### src/rtl/if_stage_pkg.sv
// rtl/if_stage_pkg.sv - shared pipeline constants for the fetch stage
package if_stage_pkg;

  localparam logic [1:0] NPC_SEQ = 2'b00;
  localparam logic [1:0] NPC_BR  = 2'b01;
  localparam logic [1:0] NPC_J   = 2'b10;
  localparam logic [1:0] NPC_JR  = 2'b11;

  localparam logic [31:0] DEF_PC_RESET = 32'h0000_3000;
  localparam logic [31:0] DEF_IM_BASE  = 32'h0000_3000;
  localparam int          DEF_IM_AW    = 12;

endpackage

### src/rtl/if_stage_npc_calc.sv
// rtl/if_stage_npc_calc.sv - next-PC selection for sequential, branch, j/jal and jr
module npc_calc
  import if_stage_pkg::*;
(
  input  logic [31:0] i_pc_f,
  input  logic [31:0] i_pc_d,
  input  logic [1:0]  i_npc_sel,
  input  logic        i_branch_taken,
  input  logic [15:0] i_imm16,
  input  logic [25:0] i_instr_index,
  input  logic [31:0] i_rs_data,
  output logic [31:0] o_npc
);

  logic [31:0] w_pc_f4;
  logic [31:0] w_pc_d4;
  logic [31:0] w_br_off;

  // Targets are relative to the delay-slot address (branch PC + 4)
  assign w_pc_f4  = i_pc_f + 32'd4;
  assign w_pc_d4  = i_pc_d + 32'd4;
  assign w_br_off = {{14{i_imm16[15]}}, i_imm16, 2'b00};

  always_comb begin
    o_npc = w_pc_f4;
    case (i_npc_sel)
      NPC_SEQ: o_npc = w_pc_f4;
      NPC_BR:  o_npc = i_branch_taken ? (w_pc_d4 + w_br_off) : w_pc_f4;
      NPC_J:   o_npc = {w_pc_d4[31:28], i_instr_index, 2'b00};
      NPC_JR:  o_npc = i_rs_data;
      default: o_npc = w_pc_f4;
    endcase
  end

endmodule

### src/rtl/if_stage.sv
// rtl/if_stage.sv - MIPS instruction fetch stage with PC and IF/ID registers
module if_stage
  import if_stage_pkg::*;
#(
  parameter logic [31:0] PC_RESET = DEF_PC_RESET,
  parameter logic [31:0] IM_BASE  = DEF_IM_BASE,
  parameter int          IM_AW    = DEF_IM_AW
) (
  input  logic             Clk,
  input  logic             Reset,
  input  logic             Stall,
  input  logic [1:0]       Npc_Sel,
  input  logic             Branch_Taken,
  input  logic [15:0]      Imm16_D,
  input  logic [25:0]      Instr_Index_D,
  input  logic [31:0]      Rs_Data_D,
  output logic [IM_AW-1:0] Im_Addr,
  input  logic [31:0]      Instr_F,
  output logic [31:0]      Pc_F,
  output logic [31:0]      Instr_D,
  output logic [31:0]      Pc_D,
  output logic [31:0]      Pc8_D,
  output logic             Exc_D
);

  localparam logic [32:0] IM_END = {1'b0, IM_BASE} + (33'd4 << IM_AW);

  logic [31:0] r_pc_f;
  logic [31:0] r_pc_d;
  logic [31:0] r_instr_d;
  logic        r_exc_d;
  logic [31:0] w_npc;
  logic        w_fetch_err;

  npc_calc u_npc_calc (
    .i_pc_f         (r_pc_f),
    .i_pc_d         (r_pc_d),
    .i_npc_sel      (Npc_Sel),
    .i_branch_taken (Branch_Taken),
    .i_imm16        (Imm16_D),
    .i_instr_index  (Instr_Index_D),
    .i_rs_data      (Rs_Data_D),
    .o_npc          (w_npc)
  );

  // 33-bit compare so a memory window ending at 2^32 cannot wrap
  assign w_fetch_err = (r_pc_f[1:0] != 2'b00) || (r_pc_f < IM_BASE) ||
                       ({1'b0, r_pc_f} >= IM_END);

  assign Im_Addr = IM_AW'((r_pc_f - IM_BASE) >> 2);

  always_ff @(posedge Clk or posedge Reset) begin
    if (Reset) begin
      r_pc_f    <= PC_RESET;
      r_pc_d    <= PC_RESET;
      r_instr_d <= 32'd0;
      r_exc_d   <= 1'b0;
    end else if (!Stall) begin
      r_pc_f    <= w_npc;
      r_pc_d    <= r_pc_f;
      r_instr_d <= w_fetch_err ? 32'd0 : Instr_F;
      r_exc_d   <= w_fetch_err;
    end
  end

  assign Pc_F    = r_pc_f;
  assign Pc_D    = r_pc_d;
  assign Instr_D = r_instr_d;
  assign Exc_D   = r_exc_d;
  assign Pc8_D   = r_pc_d + 32'd8;

endmodule

### config.mk
export PLATFORM = sky130hd
export DESIGN_NAME = if_stage
export DESIGN_NICKNAME = d
export VERILOG_FILES = /design/src/rtl/if_stage_pkg.sv /design/src/rtl/if_stage_npc_calc.sv /design/src/rtl/if_stage.sv
export SDC_FILE = /design/constraint.sdc
export NUM_CORES = 1
export LEC_CHECK = 0
export ABC_AREA = 1
export CELL_PAD_IN_SITES_DETAIL_PLACEMENT = 1
export CELL_PAD_IN_SITES_GLOBAL_PLACEMENT = 1
export CORE_UTILIZATION = 34
export DETAILED_ROUTE_END_ITERATION = 10
export GPL_ROUTABILITY_DRIVEN = 1
export HOLD_SLACK_MARGIN = 0.15
export PLACE_DENSITY = 0.83
export SLEW_MARGIN = 0
export SYNTH_ARGS = -nofsm -noshare
export SYNTH_HDL_FRONTEND = slang
export SYNTH_HIERARCHICAL = 1
export SYNTH_SLANG_ARGS = --single-unit
export TNS_END_PERCENT = 100
### constraint.sdc
create_clock -name Clk -period 3.5 [get_ports Clk]
set_clock_uncertainty 0.1 [all_clocks]
set_input_delay 0.35 -clock Clk [delete_from_list [all_inputs] [get_ports Clk]]
set_output_delay 0.35 -clock Clk [all_outputs]
set_load 0.02 [all_outputs]
==> results.toml <==
[run_status]
run_status = "complete, no violations"

[floorplan]
top_level_ports = 253
floorplan.rows = 61
dieWidth_um = 170
floorplan.initialDensity_pct = 34.6
die_height_um = 170
coreArea_um2 = 27800
die_area_um2 = 28900

[setup_path]
timing.critical_path.slowest_cell_delay_ns = 0.41
crit_required_ns = 3.64
timing.reg2reg.worst_path_depth = 18
r2r_start = "Pc_D[7]"
cp_top_family = "simple AND/OR/NAND/NOR gates"
timing.critical_path.to_type = "register"
worstReg2RegEnd = "Pc_F[15]"
critical_path_peak_fanout = 5
cp_data_arrival_time_ns = 3.54
regToRegSetupSlack_ns = 0.10
setup.worst_path.start_class = "register"
path_class = "register to register"
critical_path.most_common_cell = "sky130_fd_sc_hd__nand2_1"
critical_path.slowest_cell = "sky130_fd_sc_hd__dfrtp_2"
cp_cell_instances = "nand2_1 -> buf_4 -> nor2_1 -> nand3_1 -> xor2_2 -> inv_1 -> ha_1 -> nand2_1 -> inv_1 -> nand2_1 -> nand2_1 -> a21oi_1 -> nand2_4 -> o21ai_1 -> nand3_1 -> nand2_1 -> nand2_1 -> mux2_2"
critical_path.n_buffers_inverters = 3

[routing]
drt_first_iter_violations = 650
vias = 11900
totalWireLength_mm = 44.9
dr.pass1.iters = 5
vias_per_cell = 5.26
antenna_violating_nets_post_route = 0
route.detailed.wl_per_inst_um = 19.8
route.detailed.drc = 0

[power]
power_density_nw_per_um2 = 409
finalPower_mw = 5.66
max-vdd-ir-drop_mv = 0.192
static-leakage-power_nw = 6.71

[cts]
worstSkewPairLatency_ns = 0.36
maximum_buffer_depth_of_the_clock_tree = 2
cts_made_buffers = 9
number_of_sinks_on_the_clock_net = 97
clk_transition_reported_paths_ns = 0.08
cts_root_buffer = "sky130_fd_sc_hd__clkbuf_16"
cts_htree_levels = 3
tritoncts = "yes"

[grt]
grt_pass1_wl_mm = 68.2
globalRouteTotalUtil_pct = 31.1
first_global_vias = 12400
grt_overflow_total = 0
number_of_antenna_violations_at_the_first_check_in_global_routing = 0
grt_max_degree = 83

[cells_and_area]
layout-area-overhead-vs-synth_pct = 44.1
insertedDiodeCount = 0
layout.nets = 2037
layout.cells.most_common = "sky130_fd_sc_hd__nand2_1"
layout_common_cells = "sky130_fd_sc_hd__nand2_1, sky130_fd_sc_hd__clkdlybuf4s50_1, sky130_fd_sc_hd__inv_1"
final_layout_size_suffix_gt1_share_pct = 14.2
total_area_of_multi_input_combinational_cells_um2 = 6550
sequential_cell_area_um2 = 2440
filler_cell_count = 3722

[sta]
rsz_0062_raised_after_global_routing = "true"
timing.final.setup_violations = 0
hold_viol = 0
layout_worst_path_cycle_share_pct = 97.0
tightest_slew_ns = 0.933
min_period_ns = 3.40
fin_setup_tns_ns = 0
fmax_ghz = 0.295
worst_slew_margin_relative_to_its_limit_pct = 37.8
timing.final.max_slew_violations = 0

[yosys]
post_synthesis_net_count = 1722
mappedNetlistArea_um2 = 9610
yosysTopAreaCell = "sky130_fd_sc_hd__dfrtp_1"
flip_flop_and_latch_count_after_synthesis = 97
asyncSetResetFlopFracSynth_pct = 100
yosys-top-cells-area = "sky130_fd_sc_hd__dfrtp_1, sky130_fd_sc_hd__nand2_1, sky130_fd_sc_hd__inv_1"
post-synth-top-area-fraction_pct = 24.2
synthesis.yosys.warnings = 6
synth.avg_cell_area_um2 = 6.11
synth_enable_flop_cells = 0
syn_inst = 1573
synth_sequential_area_ratio_pct = 25.3
dominantRegCellSynth = "sky130_fd_sc_hd__dfrtp_1"
synthDistinctLibCells = 48

[placement]
finalWeightedCongestion = 0.976
dp.final_hpwl_mm = 35.8
placement.io_buffers = 252

[min_path]
worst_hold_path_type = "primary input to async pin"

[job]
timing.max_cap.violations = 0
[kinds of logic after synthesis]
group	share of synthesized area, %
xor+xnor	5.37
buf+inv	11.1
fa+ha+maj	4.90
flops	25.3
mux	0.703
simple gates	43.1
compound gates	9.49
[per-layer routing]
layer | share of wire [%] | GRT usage [%]
met1 | 42 | 38.4
met2 | 46 | 51.7
met3 | 6.1 | 5.56
met4 | 5.2 | 15.6
met5 | 0 | 0
[cells in the mapped netlist, types with 2 or more instances]
| library cell | instances |
|---|---|
| sky130_fd_sc_hd__or2_0 | 5 |
| sky130_fd_sc_hd__nand3b_1 | 14 |
| sky130_fd_sc_hd__a21oi_1 | 73 |
| sky130_fd_sc_hd__nor3_1 | 11 |
| sky130_fd_sc_hd__and2_1 | 4 |
| sky130_fd_sc_hd__xnor2_1 | 24 |
| sky130_fd_sc_hd__o211ai_1 | 6 |
| sky130_fd_sc_hd__or2_2 | 6 |
| sky130_fd_sc_hd__nor3_2 | 5 |
| sky130_fd_sc_hd__ha_1 | 36 |
| sky130_fd_sc_hd__nor2_1 | 186 |
| sky130_fd_sc_hd__o21ai_0 | 51 |
| sky130_fd_sc_hd__nor2_4 | 4 |
| sky130_fd_sc_hd__nand4_1 | 49 |
| sky130_fd_sc_hd__xor2_1 | 33 |
| sky130_fd_sc_hd__buf_6 | 4 |
| sky130_fd_sc_hd__o21bai_1 | 5 |
| sky130_fd_sc_hd__buf_2 | 9 |
| sky130_fd_sc_hd__dfstp_2 | 4 |
| sky130_fd_sc_hd__nand2_1 | 546 |
| sky130_fd_sc_hd__nand3_2 | 2 |
| sky130_fd_sc_hd__inv_2 | 2 |
| sky130_fd_sc_hd__inv_1 | 198 |
| sky130_fd_sc_hd__o21ai_1 | 2 |
| sky130_fd_sc_hd__a22o_1 | 14 |
| sky130_fd_sc_hd__mux2_2 | 6 |
| sky130_fd_sc_hd__buf_4 | 20 |
| sky130_fd_sc_hd__a21o_1 | 3 |
| sky130_fd_sc_hd__nand3_1 | 104 |
| sky130_fd_sc_hd__nor2_2 | 12 |
| sky130_fd_sc_hd__clkbuf_1 | 21 |
| sky130_fd_sc_hd__dfrtp_1 | 93 |
| sky130_fd_sc_hd__nand2_2 | 6 |
[state kept, by name, indices dropped and copies added (netlist names)]
signal and flops:
Instr_D 32, Pc_F 32, Pc_D 32, Exc_D 1
[cell type report]
type	instances	share of cell area [%]
Timing Repair Buffer	358	24.2
Sequential cell	97	17.6
Multi-Input combinational cell	1222	47.3
Tap cell	378	3.42
Clock inverter	6	0.389
Clock buffer	10	1.65
Inverter	200	5.44
[metrics by stage]
stage	instances	hold slack, ns	utilization (%)	instance area [um2]	worst slack (ns)
2_1_floorplan	1573	0.398	-	9610	0.210
3_3_place_gp	2245	0.361	46.9	13000	-0.0552
3_5_place_dp	2245	0.370	46.9	13000	-0.140
4_1_cts	2264	0.342	48.1	13400	0.00531
5_1_grt	2271	0.395	49.8	13800	-0.0946
6_report	2271	0.321	49.8	13800	0.105
[repair_timing]
action,in CTS,in global routing
buffers inserted,3,7
pin swaps,2,31
resized for setup,7,111
hold buffers,0,0
setup endpoints to repair,7,22
[where the power goes]
group	switching [mW]	internal (mW)	leakage (nW)	total (mW)
Clock	0.486	0.499	0.136	0.985
Combinational	1.91	1.28	5.38	3.20
Sequential	0.235	1.25	1.19	1.48
Total	2.64	3.03	6.71	5.66
[worst max path at each step]
stage,startpoint,end,cells past startpoint
4_1_cts,Pc_D[7],Pc_F[28],20
5_1_grt,Pc_D[3],Pc_F[29],22
3_5_place_dp,Pc_D[6],Pc_F[15],19
2_1_floorplan,Pc_D[3],Pc_F[29],21
6_report,Pc_D[7],Pc_F[15],18
3_3_place_gp,Pc_D[8],Pc_F[15],19
(Power assumes the default switching activity.)
